$ cat src/rtl/pwm_gen_multi_if.sv
`default_nettype none
// +--------------------------------------------------------------------------+
// | Module   : pwm_gen_multi_if                                              |
// | Purpose  : Register-file side bundle for pwm_gen_multi. Carries the      |
// |            global enable, time-base configuration, per-channel config,   |
// |            the load request and all status/PWM outputs.                  |
// | Ports    : master = register file / bench (drives config, reads status)  |
// |            slave  = pwm_gen_multi (reads config, drives status)          |
// | Revision : 1.0 - initial release                                         |
// +--------------------------------------------------------------------------+
interface pwm_gen_multi_if #(
  parameter int WIDTH    = 16,
  parameter int CHANNELS = 4
);
  logic                      en;
  logic [WIDTH-1:0]          cfg_period;
  logic [7:0]                cfg_prescale;
  logic                      cfg_center;
  logic [2*CHANNELS-1:0]     ch_mode;
  logic [WIDTH*CHANNELS-1:0] ch_cmp1;
  logic [WIDTH*CHANNELS-1:0] ch_cmp2;
  logic [CHANNELS-1:0]       ch_en;
  logic                      load;
  logic                      load_pending;
  logic [WIDTH-1:0]          count;
  logic                      period_end;
  logic [CHANNELS-1:0]       pwm_out;

  modport master (
    output en, cfg_period, cfg_prescale, cfg_center, ch_mode,
           ch_cmp1, ch_cmp2, ch_en, load,
    input  load_pending, count, period_end, pwm_out
  );

  modport slave (
    input  en, cfg_period, cfg_prescale, cfg_center, ch_mode,
           ch_cmp1, ch_cmp2, ch_en, load,
    output load_pending, count, period_end, pwm_out
  );
endinterface
`default_nettype wire

$ cat src/rtl/pwm_gen_multi.sv
`default_nettype none
// +--------------------------------------------------------------------------+
// | Module   : pwm_gen_multi                                                 |
// | Purpose  : Multi-channel PWM generator with a prescaled edge- or         |
// |            center-aligned time base and shadowed configuration that is   |
// |            only applied at period boundaries.                            |
// | Ports    : clk - peripheral clock                                        |
// |            rst - asynchronous active-high reset                          |
// |            bus - pwm_gen_multi_if.slave: en, cfg_*, ch_*, load in;       |
// |                  load_pending, count, period_end, pwm_out out            |
// | Revision : 1.0 - initial release                                         |
// +--------------------------------------------------------------------------+
module pwm_gen_multi #(
  parameter int WIDTH    = 16,
  parameter int CHANNELS = 4
) (
  input  logic            clk,
  input  logic            rst,
  pwm_gen_multi_if.slave  bus
);

  typedef enum logic {
    DIR_UP   = 1'b0,
    DIR_DOWN = 1'b1
  } dir_e;

  localparam logic [WIDTH-1:0] CNT_ONE = WIDTH'(1);

  // Active (shadow) configuration set
  logic [WIDTH-1:0]          period_q,   period_d;
  logic [7:0]                prescale_q, prescale_d;
  logic                      center_q,   center_d;
  logic [2*CHANNELS-1:0]     mode_q,     mode_d;
  logic [WIDTH*CHANNELS-1:0] cmp1_q,     cmp1_d;
  logic [WIDTH*CHANNELS-1:0] cmp2_q,     cmp2_d;

  // Time base and status
  logic [7:0]                psc_q,          psc_d;
  logic [WIDTH-1:0]          count_q,        count_d;
  dir_e                      dir_q,          dir_d;
  logic                      load_pending_q, load_pending_d;
  logic                      period_end_q,   period_end_d;
  logic [CHANNELS-1:0]       pwm_q,          pwm_d;

  logic                      tick;
  logic                      at_top;
  logic                      step_down;
  logic                      boundary;
  logic                      copy_cfg;
  logic [CHANNELS-1:0]       ch_hit;

  // Compare function for one channel against the registered count.
  function automatic logic cmp_hit(
    input logic [1:0]       mode,
    input logic [WIDTH-1:0] c,
    input logic [WIDTH-1:0] c1,
    input logic [WIDTH-1:0] c2
  );
    logic below1;
    logic win;
    below1 = (c < c1);
    // cmp1 >= cmp2 leaves this empty without a separate test
    win    = !below1 && (c < c2);
    case (mode)
      2'b00:   cmp_hit = below1;
      2'b01:   cmp_hit = !below1;
      2'b10:   cmp_hit = win;
      default: cmp_hit = !win;
    endcase
  endfunction

  generate
    for (genvar i = 0; i < CHANNELS; i++) begin : g_ch
      assign ch_hit[i] = cmp_hit(mode_q[2*i +: 2],
                                 count_q,
                                 cmp1_q[WIDTH*i +: WIDTH],
                                 cmp2_q[WIDTH*i +: WIDTH]);
    end
  endgenerate

  // Tick and period-boundary detection
  always_comb begin
    tick      = bus.en && (psc_q == prescale_q);
    at_top    = (count_q == period_q);
    // At the top the next step is always downward, even if dir_q still says
    // up; this also makes P=1 in center mode produce its boundary at count 1.
    step_down = (dir_q == DIR_DOWN) || at_top;
    if (period_q == '0) begin
      boundary = tick;
    end else if (center_q) begin
      boundary = tick && (count_q == CNT_ONE) && step_down;
    end else begin
      boundary = tick && at_top;
    end
    // Disabled: load copies straight away. Enabled: only on a boundary tick,
    // including a load that arrives on the boundary tick itself.
    copy_cfg = bus.en ? (boundary && (bus.load || load_pending_q)) : bus.load;
  end

  // Next-state logic
  always_comb begin
    period_d       = period_q;
    prescale_d     = prescale_q;
    center_d       = center_q;
    mode_d         = mode_q;
    cmp1_d         = cmp1_q;
    cmp2_d         = cmp2_q;
    psc_d          = psc_q;
    count_d        = count_q;
    dir_d          = dir_q;
    load_pending_d = load_pending_q;
    period_end_d   = 1'b0;
    pwm_d          = '0;

    if (!bus.en) begin
      psc_d          = '0;
      count_d        = '0;
      dir_d          = DIR_UP;
      load_pending_d = 1'b0;
    end else begin
      psc_d = tick ? 8'd0 : psc_q + 8'd1;
      if (tick) begin
        if (period_q == '0) begin
          count_d = '0;
          dir_d   = DIR_UP;
        end else if (!center_q) begin
          count_d = at_top ? '0 : count_q + CNT_ONE;
          dir_d   = DIR_UP;
        end else if (step_down) begin
          count_d = count_q - CNT_ONE;
          dir_d   = (count_q == CNT_ONE) ? DIR_UP : DIR_DOWN;
        end else begin
          count_d = count_q + CNT_ONE;
          dir_d   = DIR_UP;
        end
      end
      period_end_d   = boundary;
      load_pending_d = (load_pending_q || bus.load) && !boundary;
      pwm_d          = bus.ch_en & ch_hit;
    end

    if (copy_cfg) begin
      period_d   = bus.cfg_period;
      prescale_d = bus.cfg_prescale;
      center_d   = bus.cfg_center;
      mode_d     = bus.ch_mode;
      cmp1_d     = bus.ch_cmp1;
      cmp2_d     = bus.ch_cmp2;
    end
  end

  always_ff @(posedge clk or posedge rst) begin
    if (rst) begin
      period_q       <= '0;
      prescale_q     <= '0;
      center_q       <= 1'b0;
      mode_q         <= '0;
      cmp1_q         <= '0;
      cmp2_q         <= '0;
      psc_q          <= '0;
      count_q        <= '0;
      dir_q          <= DIR_UP;
      load_pending_q <= 1'b0;
      period_end_q   <= 1'b0;
      pwm_q          <= '0;
    end else begin
      period_q       <= period_d;
      prescale_q     <= prescale_d;
      center_q       <= center_d;
      mode_q         <= mode_d;
      cmp1_q         <= cmp1_d;
      cmp2_q         <= cmp2_d;
      psc_q          <= psc_d;
      count_q        <= count_d;
      dir_q          <= dir_d;
      load_pending_q <= load_pending_d;
      period_end_q   <= period_end_d;
      pwm_q          <= pwm_d;
    end
  end

  assign bus.load_pending = load_pending_q;
  assign bus.count        = count_q;
  assign bus.period_end   = period_end_q;
  assign bus.pwm_out      = pwm_q;

endmodule
`default_nettype wire
$ cat src/flat_wrapper.sv
// flat-port wrapper written by rule: the top's interface ports become plain ports
module pwm_gen_multi_flat 
#(
  parameter int WIDTH    = 16,
  parameter int CHANNELS = 4
)
  (clk, rst, bus_en, bus_cfg_period, bus_cfg_prescale, bus_cfg_center, bus_ch_mode, bus_ch_cmp1, bus_ch_cmp2, bus_ch_en, bus_load, bus_load_pending, bus_count, bus_period_end, bus_pwm_out);
  pwm_gen_multi_if #(.WIDTH(WIDTH), .CHANNELS(CHANNELS)) bus_i ();
  input  logic clk;
  input  logic rst;
  input wire logic [$bits(bus_i.en)-1:0] bus_en;
  input wire logic [$bits(bus_i.cfg_period)-1:0] bus_cfg_period;
  input wire logic [$bits(bus_i.cfg_prescale)-1:0] bus_cfg_prescale;
  input wire logic [$bits(bus_i.cfg_center)-1:0] bus_cfg_center;
  input wire logic [$bits(bus_i.ch_mode)-1:0] bus_ch_mode;
  input wire logic [$bits(bus_i.ch_cmp1)-1:0] bus_ch_cmp1;
  input wire logic [$bits(bus_i.ch_cmp2)-1:0] bus_ch_cmp2;
  input wire logic [$bits(bus_i.ch_en)-1:0] bus_ch_en;
  input wire logic [$bits(bus_i.load)-1:0] bus_load;
  output wire logic [$bits(bus_i.load_pending)-1:0] bus_load_pending;
  output wire logic [$bits(bus_i.count)-1:0] bus_count;
  output wire logic [$bits(bus_i.period_end)-1:0] bus_period_end;
  output wire logic [$bits(bus_i.pwm_out)-1:0] bus_pwm_out;
  assign bus_i.en = bus_en;
  assign bus_i.cfg_period = bus_cfg_period;
  assign bus_i.cfg_prescale = bus_cfg_prescale;
  assign bus_i.cfg_center = bus_cfg_center;
  assign bus_i.ch_mode = bus_ch_mode;
  assign bus_i.ch_cmp1 = bus_ch_cmp1;
  assign bus_i.ch_cmp2 = bus_ch_cmp2;
  assign bus_i.ch_en = bus_ch_en;
  assign bus_i.load = bus_load;
  assign bus_load_pending = bus_i.load_pending;
  assign bus_count = bus_i.count;
  assign bus_period_end = bus_i.period_end;
  assign bus_pwm_out = bus_i.pwm_out;
  pwm_gen_multi #(.WIDTH(WIDTH), .CHANNELS(CHANNELS)) u_core (.clk(clk), .rst(rst), .bus(bus_i));
endmodule
$ cat config.mk
export PLATFORM = sky130hd
export DESIGN_NAME = pwm_gen_multi_flat
export DESIGN_NICKNAME = d
export VERILOG_FILES = /design/src/rtl/pwm_gen_multi_if.sv /design/src/rtl/pwm_gen_multi.sv /design/src/flat_wrapper.sv
export SDC_FILE = /design/constraint.sdc
export NUM_CORES = 1
export LEC_CHECK = 0
export CORE_MARGIN = 4
export CORE_UTILIZATION = 58
export DETAILED_ROUTE_END_ITERATION = 6
export PLACE_DENSITY = 0.89
export SKIP_LAST_GASP = 1
export SYNTH_ARGS = -nofsm -noshare
export SYNTH_HDL_FRONTEND = slang
export SYNTH_SLANG_ARGS = --single-unit
$ cat constraint.sdc
create_clock -name clk -period 18.75 [get_ports clk]
set_input_delay 2.8125 -clock clk [delete_from_list [all_inputs] [get_ports clk]]
set_output_delay 2.8125 -clock clk [all_outputs]
set_load 0.05 [all_outputs]
==> Word level (Yosys, flattened, before mapping) <==
Index checks and enable logic that the tools add are counted.
{ "totals": {"register_bits": 192, "latchBits": 0, "ram_bits": 0, "romBits": 0, "in_bits": 169, "n_memories": 0} }
{ "op_classes": {"add_sub_neg": 3, "multipliers": 0, "div_mod_pow": 0, "magnitude_cmp": 8, "eq_ne": 12, "shifts": 0, "mux": 24, "bitwise_logic": 1, "n_reduce_logical": 26} }
{ "op_table": {"columns": ["op", "n"], "rows": [
  ["less-than comparator 16 bit", 8],
  ["two-way mux 16 bit", 6],
  ["adder 16 x 1 -> 16 bit (second input constant)", 1],
  ["== test 16 x 1 -> 1 bit (second input constant)", 1],
  ["== test 16 bit", 1],
  ["logical NOT 16 bit", 1],
  ["two-way mux 8 bit", 2],
  ["subtractor 16 x 1 -> 16 bit (second input constant)", 1],
  ["case mux 1 bit (3 select lines)", 4],
  ["two-way mux 1 bit", 11],
  ["logical AND 1 bit", 10],
  ["logical NOT 1 bit", 9],
  ["adder 8 x 1 -> 8 bit (second input constant)", 1],
  ["== test 2 x 1 -> 1 bit (second input constant)", 4],
  ["== test 2 bit (second input constant)", 4],
  ["== test 8 bit", 1],
  ["logical NOT 2 bit", 4],
  ["bitwise AND 4 bit", 1],
  ["two-way mux 4 bit", 1],
  ["logical OR 1 bit", 2],
  ["!= test 2 x 1 -> 1 bit (second input constant)", 1]
]} }

==> Longest topological paths before layout <==
Gate-level depths: netlist (run 1).
{ "depth": {"word_depth": 9, "ltp_mapped": 12} }

==> Worst setup path before layout (run 1) <==
OpenSTA, ideal clock, no wires.
{ "synth_timing": {"kind": "input to register", "from": "input port bus_en", "to": "register u_core.count_q[15], in the netlist u_core.bus.count[15]", "setup_time_ns": 0.098, "t_arrival_ns": 4.081, "setup_slack_ns": 14.570, "path_stages": 7, "path_buffers": 1, "path_cell_list": "o41ai_1 -> nor4_1 -> o21ai_0 -> clkbuf_1 -> a211oi_1 -> o21ai_0 -> o31ai_1"} }
{ "synth_between": {"elab_chain_len": 2, "elab_cells_between_ends": 3} }
{ "synth_rtl": {"columns": ["element", "line", "rtl"], "rows": [
  ["start, declared", "flat_wrapper.sv:11", "input wire logic [$bits(bus_i.en)-1:0] bus_en;"],
  ["logical AND 1 bit", "pwm_gen_multi.sv:83", "tick = bus.en && (psc_q == prescale_q);"],
  ["!= test 2 x 1 -> 1 bit (no source line)", null, null],
  ["end signal, assigned", "pwm_gen_multi.sv:174", "count_q <= count_d;"],
  ["end, declared", "pwm_gen_multi.sv:39", "logic [WIDTH-1:0] count_q, count_d;"]
]} }
Several ways; a longest one is shown, not always the timed one.
A chain may end at the register's enable or synchronous reset.

==> Worst setup path after layout (run 1) <==
{ "layout_timing": {"from": "input port bus_en", "to": "register u_core.cmp1_q[18]"} }
{ "layout_between": {"elab_chain_len": 7, "elab_cells_between_ends": 8} }
{ "layout_rtl": {"columns": ["element", "line", "rtl"], "rows": [
  ["logical AND 1 bit", "pwm_gen_multi.sv:83", null],
  ["logical AND 1 bit (2 in a row)", "pwm_gen_multi.sv:91", "boundary = tick && (count_q == CNT_ONE) && step_down;"],
  ["two-way mux 1 bit", "pwm_gen_multi.sv:90", "end else if (center_q) begin"],
  ["two-way mux 1 bit", "pwm_gen_multi.sv:88", "if (period_q == '0) begin"],
  ["logical AND 1 bit", "pwm_gen_multi.sv:97", "copy_cfg = bus.en ? (boundary && (bus.load || load_pending_q)) : bus.load;"],
  ["two-way mux 1 bit (*)", "pwm_gen_multi.sv:97", null],
  ["end signal, assigned", "pwm_gen_multi.sv:171", "cmp1_q <= cmp1_d;"],
  ["end, declared", "pwm_gen_multi.sv:34", "logic [WIDTH*CHANNELS-1:0] cmp1_q, cmp1_d;"]
]} }
Every way passes the cells marked *; elsewhere a longest branch is shown, timed or not.

==> impl_metrics.prom, run 1 <==
# TYPE chip_impl_metric gauge
chip_impl_info{name="status",value="completed"} 1
chip_impl_metric{name="cts.htree.levels",unit=""} 4
chip_impl_metric{name="relSlewSlack",unit="%"} 25.0
chip_impl_metric{name="drt_pre_antenna_iters",unit=""} 7
chip_impl_metric{name="post-route-drc-count",unit=""} 0
chip_impl_metric{name="cts.path.max_buffers",unit=""} 2
chip_impl_info{name="setup_repair_after_global_routing_missed_its_margin",value="false"} 1
chip_impl_metric{name="first_pass_grt_wire_length",unit="mm"} 46.0
chip_impl_info{name="cpMaxStageDelayCell",value="sky130_fd_sc_hd__a32o_4"} 1
chip_impl_metric{name="worstPathArrival",unit="ns"} 6.66
chip_impl_metric{name="gp_congestion",unit=""} 0.931
chip_impl_metric{name="final-setup-viol-count",unit=""} 0
chip_impl_info{name="min_delay_worst_endpoint",value="u_core.cmp2_q[60]"} 1
chip_impl_metric{name="power-per-cell-area",unit="nW/µm²"} 81.4
chip_impl_metric{name="synth_cells",unit=""} 1030
chip_impl_metric{name="ys_ff_latch",unit=""} 192
chip_impl_metric{name="seq_area",unit="µm²"} 4800
chip_impl_metric{name="multi_input_comb_area",unit="µm²"} 5770
chip_impl_metric{name="post_cts_resized",unit=""} 0
chip_impl_metric{name="die_height",unit="µm"} 148
chip_impl_info{name="timing.setup.critical_path_class",value="input pin to register"} 1
chip_impl_info{name="crit_path_start_kind",value="input pin"} 1
chip_impl_metric{name="cts.reportedPaths.clkPinSlew",unit="ns"} 0.07
chip_impl_metric{name="grt_overflow",unit=""} 0
chip_impl_metric{name="cp_data_required_time",unit="ns"} 19.07
chip_impl_metric{name="detail_route.iter0.violations",unit=""} 685
chip_impl_metric{name="vias_per_cell",unit=""} 5.78
chip_impl_metric{name="number_of_enable_flip_flop_cells_after_synthesis",unit=""} 0
chip_impl_metric{name="report.final.hold_viol_count",unit=""} 0
chip_impl_metric{name="dr_total_vias",unit=""} 8637
chip_impl_metric{name="max_cap_violations",unit=""} 0
chip_impl_metric{name="clk-insertion-delay-late",unit="ns"} 0.44
chip_impl_info{name="synthTopCellsByArea",value="sky130_fd_sc_hd__dfrtp_1 43%, sky130_fd_sc_hd__ha_1 14%, sky130_fd_sc_hd__mux2_1 9.0%, sky130_fd_sc_hd__mux2_2 7.2%, sky130_fd_sc_hd__inv_1 4.5%"} 1
chip_impl_metric{name="layout.filler_cells",unit=""} 1264
chip_impl_info{name="r2r_end",value="u_core.cmp1_q[18]"} 1
chip_impl_metric{name="grtUsageTotal",unit="%"} 26.9
chip_impl_metric{name="hold_depth",unit=""} 1
chip_impl_metric{name="ant_nets",unit=""} 0
chip_impl_metric{name="io_buffers",unit=""} 190
chip_impl_metric{name="power_after_layout",unit="mW"} 1.14
chip_impl_metric{name="setup.reg_to_reg.worst_slack",unit="ns"} 13.79
chip_impl_metric{name="cts_buffer_count",unit=""} 17
chip_impl_info{name="synth_flop_cell",value="sky130_fd_sc_hd__dfrtp_1"} 1
chip_impl_metric{name="detailedPlacementHpwl",unit="mm"} 20.8
chip_impl_metric{name="post_route_cells_drive_above_1_share",unit="%"} 10.7
chip_impl_metric{name="core_region_area",unit="µm²"} 19000
chip_impl_metric{name="max-vdd-ir-drop",unit="V"} 0.0000649
chip_impl_info{name="worstHoldStart",value="u_core.cmp2_q[60]"} 1
chip_impl_metric{name="placement_rows",unit=""} 50
chip_impl_info{name="crit_path_cell_trace",value="clkdlybuf4s50_1 -> nand2_1 -> a32o_4 -> buf_4 -> mux2_2"} 1
chip_impl_metric{name="wirelength_met1",unit="mm"} 11.8
chip_impl_metric{name="synth.yosys.seq_area_share",unit="%"} 42.5
chip_impl_metric{name="top_level_ports",unit=""} 191
chip_impl_metric{name="count_of_cell_types_in_the_netlist",unit=""} 56
chip_impl_info{name="synth_top_area_cell",value="sky130_fd_sc_hd__dfrtp_1"} 1
chip_impl_metric{name="initial_core_util",unit="%"} 59.6
chip_impl_info{name="hp-class",value="register to register"} 1
chip_impl_metric{name="final-max-slew-violation-count",unit=""} 0
chip_impl_metric{name="finalCritPeriodShare",unit="%"} 33.8
chip_impl_metric{name="r2r_cells",unit=""} 8
chip_impl_info{name="tritoncts",value="yes"} 1
chip_impl_metric{name="finalClockSkew",unit="ns"} 0.00943
chip_impl_info{name="critical_path_capture_point_type",value="register"} 1
chip_impl_metric{name="chip_width",unit="µm"} 148
chip_impl_metric{name="cts_hold_buf",unit=""} 0
chip_impl_metric{name="antenna_found_initial",unit=""} 2
chip_impl_metric{name="yosysTopAreaCellShare",unit="%"} 42.5
chip_impl_metric{name="max_clock_freq",unit="MHz"} 158
chip_impl_metric{name="route.final.wire_length",unit="mm"} 29.0
chip_impl_metric{name="timing.setup.tns",unit="ns"} 0
chip_impl_metric{name="timing.final.crit_period",unit="ns"} 6.34
chip_impl_metric{name="die-area",unit="µm²"} 21800
chip_impl_metric{name="grt_pass1_vias",unit=""} 9027
chip_impl_metric{name="wl_met2",unit="mm"} 14.4
chip_impl_metric{name="area_delta_synth_final",unit="%"} 23.9
chip_impl_metric{name="crit_fanout",unit=""} 82
chip_impl_metric{name="met3RoutedLength",unit="mm"} 1.63
chip_impl_metric{name="ys_async_sr_fraction",unit="%"} 100
chip_impl_metric{name="synthesis.area",unit="µm²"} 11300
chip_impl_info{name="top_layer",value="met4"} 1
chip_impl_metric{name="postCtsSetupBuffers",unit=""} 0
chip_impl_metric{name="clock-sinks",unit=""} 192
chip_impl_metric{name="design.final.nets",unit=""} 1513
chip_impl_metric{name="static-leakage-power",unit="nW"} 6.72
chip_impl_metric{name="tightest_slew",unit="ns"} 1.13
chip_impl_metric{name="number_of_nets_in_the_synthesized_netlist",unit=""} 1323
chip_impl_metric{name="final.hold.worst_slack",unit="ns"} 0.486
chip_impl_metric{name="synth_area_per_cell",unit="µm²"} 11.0
chip_impl_info{name="critical_path.reg2reg.startpoint",value="u_core.bus.count[14]"} 1
chip_impl_metric{name="wire_per_inst",unit="µm"} 19.4
chip_impl_info{name="clock_tree.root_cell",value="sky130_fd_sc_hd__clkbuf_16"} 1
chip_impl_metric{name="yosysWarnings",unit=""} 0
chip_impl_metric{name="grt_max_degree",unit=""} 105
chip_impl_metric{name="max_stage_delay",unit="ns"} 1.06
==> placed cells by master (no fill, tap or decap), types with 4 or more instances in the layout <==
master / n
sky130_fd_sc_hd__dfrtp_1: 192
sky130_fd_sc_hd__clkdlybuf4s50_1: 190
sky130_fd_sc_hd__inv_1: 134
sky130_fd_sc_hd__ha_1: 124
sky130_fd_sc_hd__mux2_1: 90
sky130_fd_sc_hd__mux2_2: 72
sky130_fd_sc_hd__a21oi_1: 57
sky130_fd_sc_hd__nand2_1: 43
sky130_fd_sc_hd__o21ai_0: 38
sky130_fd_sc_hd__xnor2_1: 26
sky130_fd_sc_hd__nor2_1: 24
sky130_fd_sc_hd__nand4_1: 21
sky130_fd_sc_hd__nand3_1: 20
sky130_fd_sc_hd__a21o_1: 20
sky130_fd_sc_hd__clkbuf_16: 17
sky130_fd_sc_hd__nor3_1: 13
sky130_fd_sc_hd__buf_4: 13
sky130_fd_sc_hd__a31oi_1: 12
sky130_fd_sc_hd__nand2b_1: 12
sky130_fd_sc_hd__or4_1: 8
sky130_fd_sc_hd__o21a_1: 6
sky130_fd_sc_hd__and3_1: 6
sky130_fd_sc_hd__or2_2: 6
sky130_fd_sc_hd__mux2i_1: 5
sky130_fd_sc_hd__xor2_1: 5
sky130_fd_sc_hd__and4_1: 5
sky130_fd_sc_hd__nor2b_1: 4
sky130_fd_sc_hd__o31a_1: 4
sky130_fd_sc_hd__and4b_1: 4
sky130_fd_sc_hd__a211oi_1: 4
sky130_fd_sc_hd__clkinv_2: 4
==> metrics by stage <==
stage	area [µm²]	utilization, %	setup WS [ns]	instances
floorplan	11300	-	10.71	1030
global placement	13400	70.8	12.06	1461
detailed placement	13400	70.8	11.99	1461
CTS	14000	73.9	12.48	1493
global route	14000	73.9	12.26	1495
finish	14000	73.9	12.41	1495
==> worst max-delay path by stage <==
stage	startpoint	end	slack (ns)	cells after the start
2_1_floorplan	rst	u_core.bus.count[0]	10.71	1
3_3_place_gp	bus_en	u_core.cmp1_q[19]	12.06	5
3_5_place_dp	bus_en	u_core.cmp2_q[2]	11.99	5
4_1_cts	bus_en	u_core.cmp1_q[18]	12.48	5
5_1_grt	bus_en	u_core.cmp1_q[18]	12.26	5
6_report	bus_en	u_core.cmp1_q[18]	12.41	5
==> per-layer routing <==
metal / track usage, % / vias up
met5: 0 / -
met4: 12.4 / 0
met3: 4.81 / 87
met2: 45.7 / 314
met1: 33.4 / 4222
li1: - / 4014
==> sequential cells by signal, summed over array words and instances, names as in the netlist <==
signal / count
u_core.bus.load_pending: 1
u_core.psc_q: 8
u_core.bus.pwm_out: 4
u_core.period_q: 16
u_core.dir_q: 1
u_core.prescale_q: 8
u_core.center_q: 1
u_core.mode_q: 8
u_core.cmp1_q: 64
u_core.bus.period_end: 1
u_core.cmp2_q: 64
u_core.bus.count: 16
==> where the power goes <==
part           switching (mW)  internal, mW
combinational           0.108         0.129
clock                   0.163         0.204
sequential             0.0468         0.487
total                   0.318         0.821
==> final cells by class <==
type / instances / share of cell area [%]
clock inverters: 12 / 0.938
repair buffers: 203 / 14.3
well taps: 260 / 2.32
clock buffers: 20 / 3.26
inverters: 135 / 3.67
flip-flops and latches: 192 / 34.3
diodes: 2 / 0.0357
multi-input cells: 671 / 41.2
==> cells by family (layout without fill, tap and decap cells) <==
logic type / count (synthesis) / after routing / synth area share (%)
xor gates and xnor gates: 31 / 31 / 2.40
other: 0 / 2 / 0
AOI/OAI and AO/OA: 174 / 174 / 9.80
adders and majority gates: 124 / 124 / 13.7
buffers and inverters: 167 / 370 / 6.52
and+or+nand+nor: 175 / 175 / 8.47
DFF: 192 / 192 / 42.5
muxes: 167 / 167 / 16.6
==> worst max-delay path: cells and delay by family <==
family          cells  cell delay, ns
simple gates        1            0.65
mux                 1            0.43
buf+inv             2            1.53
compound gates      1            1.06
==> cells in the mapped netlist, drive strengths merged (6+ instances only) <==
master / n
a21o: 20
nand3: 20
dfrtp: 192
nor2: 24
mux2: 162
and3: 6
or2: 6
or4: 8
a21oi: 57
buf: 22
clkbuf: 10
o21a: 6
ha: 124
nand2: 43
nand2b: 12
nor3: 13
o21ai: 38
inv: 135
a31oi: 12
nand4: 21
xnor2: 26
(Power assumes the default switching activity.)
==> run 2: changes to the inputs <==
- CORE_UTILIZATION: 58 -> 54
- PLACE_DENSITY: 0.89 -> 0.84
- clock period: 18.75 -> 6 ns (I/O delays scaled with it)
==> run 2 against run 1 <==
Register-to-register slack got worse by 12 ns. Die area grew 7.0%. Clock-buffer cell count up 1. Cell area about the same. Critical path type is now register to register. Highest routed layer unchanged.
==> impl_metrics.prom, run 2 (synthesis results as in run 1) <==
# TYPE chip_impl_metric gauge
chip_impl_info{name="status",value="completed"} 1
chip_impl_metric{name="clock-sinks",unit=""} 192
chip_impl_metric{name="report.final.hold_viol_count",unit=""} 0
chip_impl_metric{name="detailedPlacementHpwl",unit="mm"} 20.7
chip_impl_info{name="cpMaxStageDelayCell",value="sky130_fd_sc_hd__dfrtp_1"} 1
chip_impl_metric{name="design.final.nets",unit=""} 1511
chip_impl_metric{name="die_height",unit="µm"} 153
chip_impl_info{name="biggestRegsByFlops",value="u_core.cmp1_q x64, u_core.cmp2_q x64"} 1
chip_impl_metric{name="area_delta_synth_final",unit="%"} 23.9
chip_impl_info{name="hp-class",value="register to register"} 1
chip_impl_info{name="layout_common_cells",value="192 x sky130_fd_sc_hd__dfrtp_1, 190 x sky130_fd_sc_hd__clkdlybuf4s50_1, 134 x sky130_fd_sc_hd__inv_1, 124 x sky130_fd_sc_hd__ha_1, 90 x sky130_fd_sc_hd__mux2_1"} 1
chip_impl_metric{name="grt_overflow",unit=""} 0
chip_impl_metric{name="antenna_cells",unit=""} 0
chip_impl_metric{name="wire_per_inst",unit="µm"} 19.5
chip_impl_metric{name="max-vdd-ir-drop",unit="V"} 0.000177
chip_impl_metric{name="met3RoutedLength",unit="mm"} 1.63
chip_impl_metric{name="cp_data_required_time",unit="ns"} 6.31
chip_impl_metric{name="io_buffers",unit=""} 190
chip_impl_info{name="family_of_cells_with_the_greatest_summed_delay_on_the_critical_path",value="compound AO/OA/AOI/OAI gates"} 1
chip_impl_metric{name="first_pass_grt_wire_length",unit="mm"} 47.2
chip_impl_metric{name="cts.reportedPaths.clkPinSlew",unit="ns"} 0.07
chip_impl_metric{name="worstPathArrival",unit="ns"} 4.51
chip_impl_metric{name="postCtsSetupBuffers",unit=""} 0
chip_impl_metric{name="cp.buffers_inverters",unit=""} 1
chip_impl_metric{name="post-route-drc-count",unit=""} 0
chip_impl_metric{name="relSlewSlack",unit="%"} 23.5
chip_impl_metric{name="top_level_ports",unit=""} 191
chip_impl_metric{name="finalCritPeriodShare",unit="%"} 70.0
chip_impl_metric{name="max_clock_freq",unit="MHz"} 238
chip_impl_metric{name="max_stage_delay",unit="ns"} 0.96
chip_impl_metric{name="chip_width",unit="µm"} 153
chip_impl_metric{name="cts_hold_buf",unit=""} 0
chip_impl_metric{name="core_region_area",unit="µm²"} 20400
chip_impl_metric{name="crit_fanout",unit=""} 46
chip_impl_metric{name="cts.htree.levels",unit=""} 4
chip_impl_metric{name="route.final.wire_length",unit="mm"} 29.2
chip_impl_metric{name="placement_rows",unit=""} 52
chip_impl_metric{name="gp_congestion",unit=""} 0.867
chip_impl_info{name="setup_repair_after_global_routing_missed_its_margin",value="false"} 1
chip_impl_metric{name="finalClockSkew",unit="ns"} 0.0109
chip_impl_metric{name="power-per-cell-area",unit="nW/µm²"} 255
chip_impl_metric{name="vias_per_cell",unit=""} 5.74
chip_impl_metric{name="antenna_found_initial",unit=""} 0
chip_impl_metric{name="grt_pass1_vias",unit=""} 9128
chip_impl_info{name="critical_path_capture_point_type",value="register"} 1
chip_impl_metric{name="power_after_layout",unit="mW"} 3.57
chip_impl_metric{name="dr_total_vias",unit=""} 8586
chip_impl_metric{name="finish.utilization",unit="%"} 68.6
chip_impl_info{name="timing.setup.critical_path_class",value="register to register"} 1
chip_impl_metric{name="drt_pre_antenna_iters",unit=""} 5
chip_impl_metric{name="wl_met2",unit="mm"} 14.5
chip_impl_info{name="crit_path_start_kind",value="register"} 1
chip_impl_info{name="final_common_cell",value="sky130_fd_sc_hd__dfrtp_1"} 1
chip_impl_metric{name="wirelength_met1",unit="mm"} 11.7
chip_impl_metric{name="timing.setup.tns",unit="ns"} 0
chip_impl_metric{name="timing.final.crit_period",unit="ns"} 4.20
chip_impl_metric{name="static-leakage-power",unit="nW"} 6.70
chip_impl_metric{name="clk-insertion-delay-late",unit="ns"} 0.43
chip_impl_metric{name="post_route_cells_drive_above_1_share",unit="%"} 10.1
chip_impl_metric{name="post_cts_resized",unit=""} 0
chip_impl_info{name="top_layer",value="met4"} 1
chip_impl_metric{name="layout.filler_cells",unit=""} 1521
chip_impl_metric{name="initial_core_util",unit="%"} 55.3
chip_impl_metric{name="die-area",unit="µm²"} 23300
chip_impl_metric{name="tightest_slew",unit="ns"} 1.14
chip_impl_metric{name="grt_max_degree",unit=""} 193
chip_impl_metric{name="max_cap_violations",unit=""} 0
chip_impl_metric{name="grtUsageTotal",unit="%"} 25.5
chip_impl_info{name="crit_path_cell_trace",value="xnor2_1 -> nand4_1 -> or4_1 -> a22o_1 -> a211oi_2 -> a32o_4 -> buf_4 -> mux2_2"} 1
chip_impl_metric{name="cts_buffer_count",unit=""} 17
chip_impl_info{name="clock_tree.root_cell",value="sky130_fd_sc_hd__clkbuf_16"} 1
chip_impl_metric{name="ant_nets",unit=""} 0
chip_impl_info{name="tritoncts",value="yes"} 1
chip_impl_metric{name="cts.path.max_buffers",unit=""} 2
chip_impl_metric{name="final-setup-viol-count",unit=""} 0
chip_impl_metric{name="final-max-slew-violation-count",unit=""} 0
chip_impl_metric{name="detail_route.iter0.violations",unit=""} 565
## run 2: changes by cell type in the layout (fill, tap and decap cells not counted), sizes merged
cell / before / now
buf: 13 / 11
bufinv: 2 / 3
clkbuf: 20 / 21
clkinv: 6 / 2
clkinvlp: 1 / 2
diode: 2 / 0
inv: 138 / 134
## run 2: report_power, final
part           total [mW]  switching (mW)  leakage [nW]  internal [mW]
combinational       0.753           0.347          4.10          0.406
sequential           1.67           0.150          2.32           1.52
clock                1.15           0.479         0.277          0.667
## run 2: metrics by stage
| stage | worst slack, ns | hold slack [ns] | area (µm²) | cells |
|---|---|---|---|---|
| detailed placement | 1.82 | 0.475 | 13400 | 1469 |
| floorplan | 2.62 | 0.450 | 11300 | 1030 |
| global route | 1.66 | 0.499 | 14000 | 1496 |
| finish | 1.80 | 0.482 | 14000 | 1496 |
| CTS | 1.82 | 0.489 | 14000 | 1496 |
| global placement | 1.92 | 0.465 | 13400 | 1469 |
## run 2: area by class of cell
type	count	area (µm²)	share of cell area, %
inverters	135	510	3.64
multi-input cells	671	5770	41.2
well taps	270	338	2.41
clock buffers	21	460	3.29
repair buffers	201	2010	14.3
flip-flops and latches	192	4800	34.3
clock inverters	6	111	0.795
## run 2: final timing paths
| check | depth (start not counted) | slack [ns] | to | from |
|---|---|---|---|---|
| max reg2reg | 8 | 1.80 | u_core.cmp2_q[3] | u_core.bus.count[12] |
| min in group asynchronous | 3 | 1.16 | u_core.cmp2_q[59] | rst |
| min reg2reg | 1 | 0.48 | u_core.cmp2_q[62] | u_core.cmp2_q[62] |
| max | 8 | 1.80 | u_core.cmp2_q[3] | u_core.bus.count[12] |
| min | 1 | 0.48 | u_core.cmp2_q[62] | u_core.cmp2_q[62] |
| max in group asynchronous | 3 | 4.16 | u_core.cmp2_q[26] | rst |
## run 2: per-layer routing
layer,vias up,track usage (%)
met5,-,0
met4,0,12.6
met3,97,4.06
met2,332,43.4
met1,4153,31.5
li1,4004,-
